**src/rtl/exp_fix_collector.sv**
```systemverilog
// Collects exp-engine results on each rise of done, converts IEEE-754 single to
// saturating signed Q16.16, and buffers them for a valid/ready consumer.
module exp_fix_collector #(
  parameter int FIFO_DEPTH = 2,
  parameter int DROP_W     = 8
) (
  input  logic              clk,
  input  logic              reset,
  input  logic              done,
  input  logic [31:0]       result,
  input  logic              ready_out,
  output logic              valid_out,
  output logic [31:0]       q_out,
  output logic              sat_out,
  output logic [DROP_W-1:0] drop_cnt,
  output logic              busy
);

  localparam int PW = $clog2(FIFO_DEPTH);
  localparam int OW = PW + 2;

  logic          done_d;
  logic          req;
  logic          pop;
  logic          push;
  logic          accept;
  logic [OW-1:0] occ;

  logic          s1_v;
  logic [31:0]   s1_r;
  logic          s2_v;
  logic [31:0]   s2_q;
  logic          s2_sat;

  logic [32:0]   mem [FIFO_DEPTH];
  logic [PW-1:0] wr_ptr;
  logic [PW-1:0] rd_ptr;
  logic [PW:0]   count;
  logic [32:0]   head;

  // Conversion datapath signals
  logic          cv_s;
  logic [7:0]    cv_e;
  logic [23:0]   cv_mag;
  logic [31:0]   cv_abs;
  logic [31:0]   cv_shr;
  logic          cv_rbit;
  logic [31:0]   cv_q;
  logic          cv_sat;
  logic          cv_forced;

  assign req  = done & ~done_d;
  assign pop  = valid_out & ready_out;
  assign push = s2_v;

  // In-flight stages hold a reserved slot so a push can never find the FIFO full.
  assign occ    = OW'(count) + OW'(s1_v) + OW'(s2_v) - OW'(pop);
  assign accept = req && (occ < OW'(FIFO_DEPTH));

  always_ff @(posedge clk or posedge reset) begin
    if (reset) begin
      done_d <= 1'b0;
    end else begin
      done_d <= done;
    end
  end

  always_ff @(posedge clk or posedge reset) begin
    if (reset) begin
      drop_cnt <= '0;
    end else if (req && !accept && drop_cnt != '1) begin
      drop_cnt <= drop_cnt + 1'b1;
    end
  end

  always_ff @(posedge clk or posedge reset) begin
    if (reset) begin
      s1_v <= 1'b0;
      s1_r <= '0;
    end else begin
      s1_v <= accept;
      if (accept) begin
        s1_r <= result;
      end
    end
  end

  always_comb begin
    cv_s      = s1_r[31];
    cv_e      = s1_r[30:23];
    cv_mag    = {1'b1, s1_r[22:0]};
    cv_abs    = '0;
    cv_shr    = '0;
    cv_rbit   = 1'b0;
    cv_sat    = 1'b0;
    cv_forced = 1'b0;
    cv_q      = '0;
    if (cv_e == 8'd0) begin
      cv_abs = '0;
    end else if (cv_e == 8'd255 && s1_r[22:0] != 23'd0) begin
      cv_sat    = 1'b1;
      cv_forced = 1'b1;
    end else if (cv_e >= 8'd142) begin
      cv_sat    = 1'b1;
      cv_forced = 1'b1;
      cv_q      = cv_s ? 32'h8000_0000 : 32'h7FFF_FFFF;
    end else if (cv_e >= 8'd134) begin
      cv_abs = {8'd0, cv_mag} << 3'(cv_e - 8'd134);
    end else if (cv_e >= 8'd110) begin
      // Round half away from zero: the sign is applied after rounding the magnitude.
      cv_shr  = {8'd0, cv_mag} >> 5'(8'd134 - cv_e);
      cv_rbit = cv_mag[5'(5'(8'd134 - cv_e) - 5'd1)];
      cv_abs  = cv_shr + {31'd0, cv_rbit};
    end
    if (!cv_forced) begin
      cv_q = cv_s ? (32'd0 - cv_abs) : cv_abs;
    end
  end

  always_ff @(posedge clk or posedge reset) begin
    if (reset) begin
      s2_v   <= 1'b0;
      s2_q   <= '0;
      s2_sat <= 1'b0;
    end else begin
      s2_v <= s1_v;
      if (s1_v) begin
        s2_q   <= cv_q;
        s2_sat <= cv_sat;
      end
    end
  end

  always_ff @(posedge clk) begin
    if (push) begin
      mem[wr_ptr] <= {s2_sat, s2_q};
    end
  end

  always_ff @(posedge clk or posedge reset) begin
    if (reset) begin
      wr_ptr <= '0;
      rd_ptr <= '0;
      count  <= '0;
    end else begin
      if (push) begin
        wr_ptr <= wr_ptr + 1'b1;
      end
      if (pop) begin
        rd_ptr <= rd_ptr + 1'b1;
      end
      case ({push, pop})
        2'b10:   count <= count + 1'b1;
        2'b01:   count <= count - 1'b1;
        default: count <= count;
      endcase
    end
  end

  assign head      = mem[rd_ptr];
  assign valid_out = (count != '0);
  assign q_out     = valid_out ? head[31:0] : '0;
  assign sat_out   = valid_out ? head[32] : 1'b0;
  assign busy      = s1_v | s2_v;

endmodule

```
**config.mk**
```make
export PLATFORM = sky130hd
export DESIGN_NAME = exp_fix_collector
export DESIGN_NICKNAME = d
export VERILOG_FILES = /design/src/rtl/exp_fix_collector.sv
export SDC_FILE = /design/constraint.sdc
export NUM_CORES = 1
export LEC_CHECK = 0
export CAP_MARGIN = 20
export CORE_MARGIN = 2
export CORE_UTILIZATION = 40
export DETAILED_ROUTE_END_ITERATION = 16
export HOLD_SLACK_MARGIN = 0.06
export PLACE_DENSITY = 0.62
export SYNTH_ARGS = -nofsm -noshare
export SYNTH_HDL_FRONTEND = slang
export SYNTH_SLANG_ARGS = --single-unit
```
**constraint.sdc**
```tcl
create_clock -name clk -period 7.4 [get_ports clk]
set_clock_uncertainty 0.2 [all_clocks]
set_input_delay 2.22 -clock clk [delete_from_list [all_inputs] [get_ports clk]]
set_output_delay 2.22 -clock clk [all_outputs]
set_load 0.03 [all_outputs]
```
## Yosys cells after proc, flatten, opt, wreduce, memory -nomap -nowiden

Memory sizes are Yosys's and may differ from the RTL's.
Cells that the tools add are included.

- $lt $le $gt $ge: 5
- Multiplexer cells: 21
- Bitwise operators: 4
- Eq/ne operators: 4
- Reductions and logical operators: 9
- $add $sub $neg: 13
- Shift-type cells: 2

Operators with widths:

| cell | number |
|---|---|
| $mux W32 | 12 |
| $add A32 B1 Y32 | 1 |
| $shl A24 B3 Y32 | 1 |
| $shr A24 B5 Y32 | 1 |
| $sub A1 B32 Y32 const A | 1 |
| $reduce_bool A23 Y1 | 1 |
| $ge A8 B8 Y1 const B | 2 |
| $add A8 B1 Y8 const B | 1 |
| $eq A8 B8 Y1 const B | 1 |
| $ge A8 B7 Y1 const B | 1 |
| $logic_not A8 Y1 | 1 |
| $ne A8 B8 Y1 const B | 1 |
| $mux W1 | 7 |
| $lt A5 B6 Y1 const B | 1 |
| $bmux W1 S5 | 1 |
| $sub A3 B5 Y5 const A | 1 |
| $sub A5 B1 Y5 const B | 1 |
| $logic_and A1 B1 Y1 | 4 |
| $pmux W2 S2 | 1 |
| $reduce_bool A2 Y1 | 2 |
| $add A2 B1 Y3 | 1 |
| $add A3 B1 Y3 | 1 |
| $lt A3 B2 Y1 const B | 1 |
| $sub A3 B1 Y3 | 1 |
| 10 further kinds | 12 |

- Bits in registers: 80
- Output and inout bits: 43
- RAM bits: 66
- Input bits: 36
- Word-level logic and storage cells: 69
- Memories: 1

Memories:

| name | words | bits a word | read ports | clocked after memory_dff | write ports | line | RTL |
|---|---|---|---|---|---|---|---|
| mem | 2 | 33 | 1 | 0 | 1 | 35 | `logic [32:0] mem [FIFO_DEPTH];` |

## Logic depth before layout (Yosys ltp)

Gate-level depths: netlist of run 1.

- Depth after elaboration: 13
- Gate-level depth with buffers: 32
- Depth with buffers taken out: 23

## Least setup slack after synthesis of run 1

No wires, ideal clock.

- Path kind: flip-flop to flip-flop
- From: register s1_r[23]
- To: register s2_q[30]
- Setup slack: -475 ps
- Required time: 7,118 ps
- Arrival time: 7,593 ps
- Period minus slack after synthesis: 7,875 ps
- Library setup time: 82 ps
- Path buffers: 9
- Cell stages (with the launch flop): 32
- Path through: dfrtp_1 > buf_2 > inv_1 > clkbuf_1 > buf_1 > clkbuf_1 > buf_1 > ha_1 > buf_4 > buf_4 > buf_2 > clkbuf_1 > nand3_1 > xnor2_1 > mux4_2 > nor2_1 > a211oi_1 > a21oi_1 > a21oi_1 > nand2_1 > o31ai_1 > ha_1 > ha_1 > nand2_1 > or4_1 > nor4_1 > mux2i_1 > o211ai_1 > or4b_4 > nand3b_1 > or3_1 > a31oi_1

- Cells in the longest elaborated chain, start to end: 13
- Elaborated cells between the ends (all ways): 28
- Those cells by class: add/sub: 5; order compare: 3; eq/ne: 1; shift: 2; mux: 15; reduce/logical: 2

Ends and longest elaborated chain:

| element | line | RTL |
|---|---|---|
| start, declared | 30 | `logic [31:0] s1_r;` |
| start signal, assigned | 83 | `s1_r <= result;` |
| $sub A3 B5 Y5 | 111, 112 |  |
| $sub A5 B1 Y5 | 112 | `cv_rbit = cv_mag[5'(5'(8'd134 - cv_e) - 5'd1)];` |
| $bmux W1 S5 | 112 |  |
| $mux W1 (not written as such) | 112 |  |
| $add A32 B1 Y32 | 113 | `cv_abs = cv_shr + {31'd0, cv_rbit};` |
| $mux W32 | 109 | `end else if (cv_e >= 8'd110) begin` |
| $mux W32 | 107 | `end else if (cv_e >= 8'd134) begin` |
| $mux W32 | 103 | `end else if (cv_e >= 8'd142) begin` |
| $mux W32 | 100 | `end else if (cv_e == 8'd255 && s1_r[22:0] != 23'd0) begin` |
| $mux W32 | 98 | `if (cv_e == 8'd0) begin` |
| $sub A1 B32 Y32 | 116 | `cv_q = cv_s ? (32'd0 - cv_abs) : cv_abs;` |
| $mux W32 | 116 |  |
| $mux W32 * | 115 | `if (!cv_forced) begin` |
| end signal, assigned | 128 | `s2_q <= cv_q;` |
| end, declared | 32 | `logic [31:0] s2_q;` |

Mark *: on every way between the ends. The rest lies on a longest branch, timed or not. The select of a mux whose other input is x is not followed.
A chain may end at the register's enable or synchronous reset.

## Final worst setup path of run 1

- From: register s1_r[24]
- To: register s2_q[30]

Same word-level chain as after synthesis.

==> results.cfg, run 1 <==
[placed_design]
port_buffers = 78
dpl_worst_slack_ps = 605
dp_hpwl_mm = 23.3
place.gp.congestion = 0.980

[drt]
ant_nets = 0
vias_per_cell = 6.11
dr.pass1.iters = 6
routed_wl_mm = 31.8
drc_errors = 0
vias = 9026
wl_per_cell_microns = 21.6
drt_iter0_drc = 686

[cts]
clkSinkCount = 146
ctsHoldBuffers = 0
clk_path_buf_depth = 2
insertion_delay_ps = 440
cts_root_buffer = clkbuf_16
clk_pin_slew_ps = 70
numCtsBuffers = 17
cts_tree = done
htreeDepth = 4

[synthesis]
syn_inst = 1085
synth_top_area_share_pct = 18.8
async_reset_ff_share_pct = 54.8
synthMostInstantiatedCell = nor2_1
syn_area_sq_mm = 0.0106
synth_area_leaders = dfrtp_1, edfxtp_1, mux2i_1
synth_area_leader_cell = dfrtp_1
synth.avg_cell_area_sq_um = 9.79
syn-num-nets = 1138
ys_types = 90
ys_ff_latch = 146
synth_edf_count = 66
ys.flop_type = dfrtp_1
yosys-top-cells-count = nor2_1, mux2i_1, dfrtp_1
ys_seq_area_share_pct = 37.5
ys_warn_count = 0

[sta]
hold_violations = 0
finalSetupViolations = 0
rsz0062_at_grt = no
worstMarginPinSlew_ps = 1120
timing.fmax_mhz = 148
finalSetupTns_ps = 0
period_needed_ps = 6760
worst_slack_ps = 635
slew_headroom_pct = 25.2
finalCritPeriodShare_pct = 91.4
maxSlewViolCount = 0

[setup_path]
path_class = reg -> reg
critPathSlowestCell = or4_1
worst-path-buf-inv = 3
cp_max_fo = 49
crit_required_ps = 7550
rrSetupSlack_ps = 640
critPathMaxStageDelay_ps = 610
crit_arrival_ps = 6910
path_cells = buf_4 -> inv_1 -> ha_2 -> buf_4 -> mux2i_1 -> mux4_2 -> o31ai_1 -> ha_1 -> ha_1 -> nand2_1 -> or4_1 -> nor4_1 -> mux2i_1 -> o211ai_1 -> or4b_4 -> nand3b_1 -> or3_1 -> a31oi_1
cpLargestDelayFamily = simple AND/OR/NAND/NOR gates
endpoint_kind = flop
critPathLaunchType = flop

[outcome]
status = finished clean

[cells_and_area]
fillerInstances = 2458
antenna_cells = 0
drive_gt1_share_pct = 14.6
syn_to_final_growth_pct = 16.2
nNetsFinal = 1182

[global_route]
antenna_found_initial = 0
first_global_vias = 8748
grt_overflow = 0
grt_pass1_wl_mm = 50.9
grt_max_degree = 81
grt_usage_pct = 23.0

[floorplan]
rows = 59
die_h_microns = 167
ios = 79
die_w_microns = 167
start_util_pct = 40.8
fp.dieArea_sq_mm = 0.0279
core_sq_mm = 0.0261

[flow_run]
drv_cap = 0

[worst_hold_path]
min-delay-path-class = reg -> reg
[path summary, 6_finish.rpt]
kind,from,to,cells past startpoint
max in group asynchronous,reset,s2_q[16]$_DFFE_PP0P_,4
hold / removal,s2_q[11]$_DFFE_PP0P_,mem[0][11]$_DFFE_PP_,0
hold reg to reg,s2_q[11]$_DFFE_PP0P_,mem[0][11]$_DFFE_PP_,0
setup / recovery,s1_r[24]$_DFFE_PP0P_,s2_q[30]$_DFFE_PP0P_,18
setup reg to reg,s1_r[24]$_DFFE_PP0P_,s2_q[30]$_DFFE_PP0P_,18
min in group asynchronous,reset,s1_r[25]$_DFFE_PP0P_,3
[layout make-up]
cell class	count	area, sq um	share of cell area (%)
flip-flops and latches	146	3990	32.3
clock inverters	14	166	1.35
well taps	335	419	3.40
clock buffers	18	429	3.48
repair buffers	107	1020	8.25
multi-input cells	835	6240	50.6
inverters	22	86.3	0.699
[metrics by stage]
step | area (sq um) | std cells | utilization (%) | hold WS (ps)
final | 12300 | 1477 | 47.4 | 271
after global routing | 12300 | 1477 | 47.4 | 275
after CTS | 12300 | 1476 | 47.2 | 266
after detailed placement | 11700 | 1444 | 45.0 | 255
after global placement | 11700 | 1444 | 45.0 | 252
after floorplan | 10600 | 1085 | - | 152
[logic make-up (layout without fill, tap and decap cells)]
kind of cell               Yosys count  after routing  share of synthesized area (%)
buffers and inverters              104            161                           4.03
AOI/OAI and AO/OA                  221            221                           14.3
adders and majority gates           17             17                           2.07
xor gates and xnor gates            42             42                           3.64
and+or+nand+nor                    375            375                           17.9
DFF                                146            146                           37.5
muxes                              180            180                           20.5
[layout by cell type, fill, tap and decap left out, types with 20 or more instances in the layout]
| cell | count |
|---|---|
| a21oi_1 | 51 |
| buf_4 | 28 |
| clkdlybuf4s50_1 | 78 |
| dfrtp_1 | 79 |
| edfxtp_1 | 66 |
| mux2_2 | 53 |
| mux2i_1 | 103 |
| mux4_2 | 20 |
| nand2_1 | 77 |
| nand3_1 | 30 |
| nor2_1 | 115 |
| nor3_1 | 23 |
| nor4_1 | 21 |
| o21ai_0 | 37 |
| xnor2_1 | 31 |
[state kept, by name, summed over array words and instances (netlist names)]
signal    cells
mem          66
done_d        1
rd_ptr        1
count         2
s1_r         32
s2_sat        1
s1_v          1
wr_ptr        1
s2_q         32
drop_cnt      8
push          1
[routing by layer]
metal	GRT usage [%]	vias up	share of wire (%)
met5	0	-	0
met2	36.9	370	47
met1	31.4	4380	44
met4	9.26	0	3.9
met3	3.30	73	5.1
li1	-	4203	-
[repair_timing]
item,4_1_cts,5_1_grt
resized for setup,0,1
endpoints found under the setup margin,0,3
setup buffers,0,0
Power of run 1 is left out: the tool's default activity adds up to more than one toggle a clock period on the data nets, which glitch-free logic cannot reach.
==> run 2: changes to the inputs <==
--- a/config.mk
+++ b/config.mk
@@ -10,6 +10,7 @@
 export CORE_UTILIZATION = 40
 export DETAILED_ROUTE_END_ITERATION = 16
 export HOLD_SLACK_MARGIN = 0.06
+export MAX_ROUTING_LAYER = met4
 export PLACE_DENSITY = 0.62
 export SYNTH_ARGS = -nofsm -noshare
 export SYNTH_HDL_FRONTEND = slang
==> run 2 against run 1 <==
  * Sequential cell count unchanged
  * Cell count stayed put
  * Register-to-register slack improved by 70 ps
  * Maximum frequency increased by 1.1%
  * Die area unchanged
  * Sequential share of layout area is 0.079 points higher
  * Non-clock buffer count is the same
  * Global-route usage up 0.73 points
  * Routed wire length about the same
  * Setup slack improved by 73 ps
  * Critical path depth is 6 higher
  * Clock-buffer cell count fell by 1
  * Critical endpoint is now s2_q[24]$_DFFE_PP0P_
  * Largest cell class unchanged
==> results.cfg, run 2 (same netlist as run 1, synthesis figures left out) <==
[setup_path]
reg2regPathDepth = 24
path_class = reg -> reg
crit_arrival_ps = 6790
cp_max_fo = 9
r2r_end = s2_q[24]$_DFFE_PP0P_
rrSetupSlack_ps = 710
reg2reg_from = s1_r[25]$_DFFE_PP0P_
endpoint_kind = flop
critPathLaunchType = flop
crit_required_ps = 7500

[sta]
finalCritPeriodShare_pct = 90.4
rsz0062_at_grt = no
worst_slack_ps = 708
worstMarginPinSlew_ps = 994
slew_headroom_pct = 33.8
finalSetupTns_ps = 0
hold_violations = 0
maxSlewViolCount = 0
timing.fmax_mhz = 149
finalSetupViolations = 0
period_needed_ps = 6690
fin_hold_ws_ps = 273

[cells_and_area]
largest_reg_flops = 66
drive_gt1_share_pct = 14.6
multiInputGateArea_sq_mm = 0.00623
syn_to_final_growth_pct = 15.9
top_register = mem
top_regs = mem (66), s1_r (32), s2_q (32)
mostFrequentLayoutCell = nor2_1
nNetsFinal = 1182
fillerInstances = 2420
antenna_cells = 0
register_area_sq_mm = 0.00399
stdcell_count = 1477
layout_common_cells = nor2_1, mux2i_1, dfrtp_1

[floorplan]
die_w_microns = 167
die_h_microns = 167
fp.dieArea_sq_mm = 0.0279
core_sq_mm = 0.0261
rows = 59
start_util_pct = 40.8
ios = 79

[cts]
cts_root_buffer = clkbuf_16
cts_setup_buffers = 0
ctsResizeCount = 0
clkSinkCount = 146
clk_path_buf_depth = 2
numCtsBuffers = 17
cts_tree = done
ctsHoldBuffers = 0
clk_pin_slew_ps = 70
insertion_delay_ps = 440
htreeDepth = 4

[global_route]
grt_pass1_wl_mm = 50.7
grt_overflow = 0
grt_max_degree = 53
antenna_found_initial = 0
grt_usage_pct = 23.7
first_global_vias = 8645

[drt]
ant_nets = 0
routed_wl_mm = 31.8
wl_per_cell_microns = 21.6
dr.pass1.iters = 6
vias_per_cell = 6.07
drt_iter0_drc = 654
vias = 8965
drc_errors = 0

[placed_design]
dp_hpwl_mm = 23.5
place.gp.congestion = 1.00
placedCellCount = 1445
port_buffers = 78
dpl_worst_slack_ps = 804

[worst_hold_path]
worstHoldStart = s2_q[0]$_DFFE_PP0P_
hold_end = mem[0][0]$_DFFE_PP_
min-delay-path-class = reg -> reg
holdPathStages = 0

[flow_run]
drv_cap = 0

[outcome]
status = finished clean
## run 2: cell types whose count changed in the layout (fill, tap and decap cells not counted), sizes merged
cell and change:
bufinv -1, clkbuf -1, clkinv +5, clkinvlp -2, inv -1
## run 2: metal layers
layer  wire length (microns)  up-vias  track usage [%]
li1                        -     4194                -
met1                   14000     4380             31.8
met2                   15200      334             37.6
met3                    1640       57             2.73
met4                     947        0             7.95
met5                       0        -                -
## run 2: final cells by class
class                           instances  share of cell area [%]
Timing Repair Buffer                  107                    8.11
Inverter                               22                   0.701
Tap cell                              335                    3.40
Sequential cell                       146                    32.4
Clock buffer                           17                    3.45
Clock inverter                         15                    1.36
Multi-Input combinational cell        835                    50.6
## run 2: worst max-delay path by stage
stage                         startpoint              endpoint  slack [ps]  cells after the start
detailed placement  s1_r[25]$_DFFE_PP0P_  s2_q[24]$_DFFE_PP0P_         800                     24
finish              s1_r[25]$_DFFE_PP0P_  s2_q[24]$_DFFE_PP0P_         710                     24
floorplan           s1_r[24]$_DFFE_PP0P_  s2_q[30]$_DFFE_PP0P_          40                     30
CTS                 s1_r[25]$_DFFE_PP0P_  s2_q[24]$_DFFE_PP0P_         790                     24
global route        s1_r[25]$_DFFE_PP0P_  s2_q[30]$_DFFE_PP0P_         260                     24
global placement    s1_r[25]$_DFFE_PP0P_  s2_q[30]$_DFFE_PP0P_         960                     24
## run 2: critical path, stage by stage (launching register included)
cell	delay, ps
dfrtp_1	580
ha_1	210
nor2b_1	380
or3_1	190
nand2_1	60
buf_4	190
xnor2_1	390
mux4_2	300
nor2_1	40
a211oi_1	220
a21oi_1	70
a21oi_1	170
nand2_1	70
o31ai_1	110
ha_1	290
ha_1	270
nand2_1	90
or4_1	590
nor4_1	430
mux2i_1	320
o211ai_1	170
nor4_2	460
nand4_1	230
mux2i_1	160
or3_1	380
## run 2: per-stage QoR
step,utilization (%),cell area [sq um]
after CTS,47.3,12300
after global placement,45.0,11700
after detailed placement,45.0,11700
after floorplan,-,10600
final,47.3,12300
after global routing,47.3,12300
Power of run 2 is left out for the same reason.
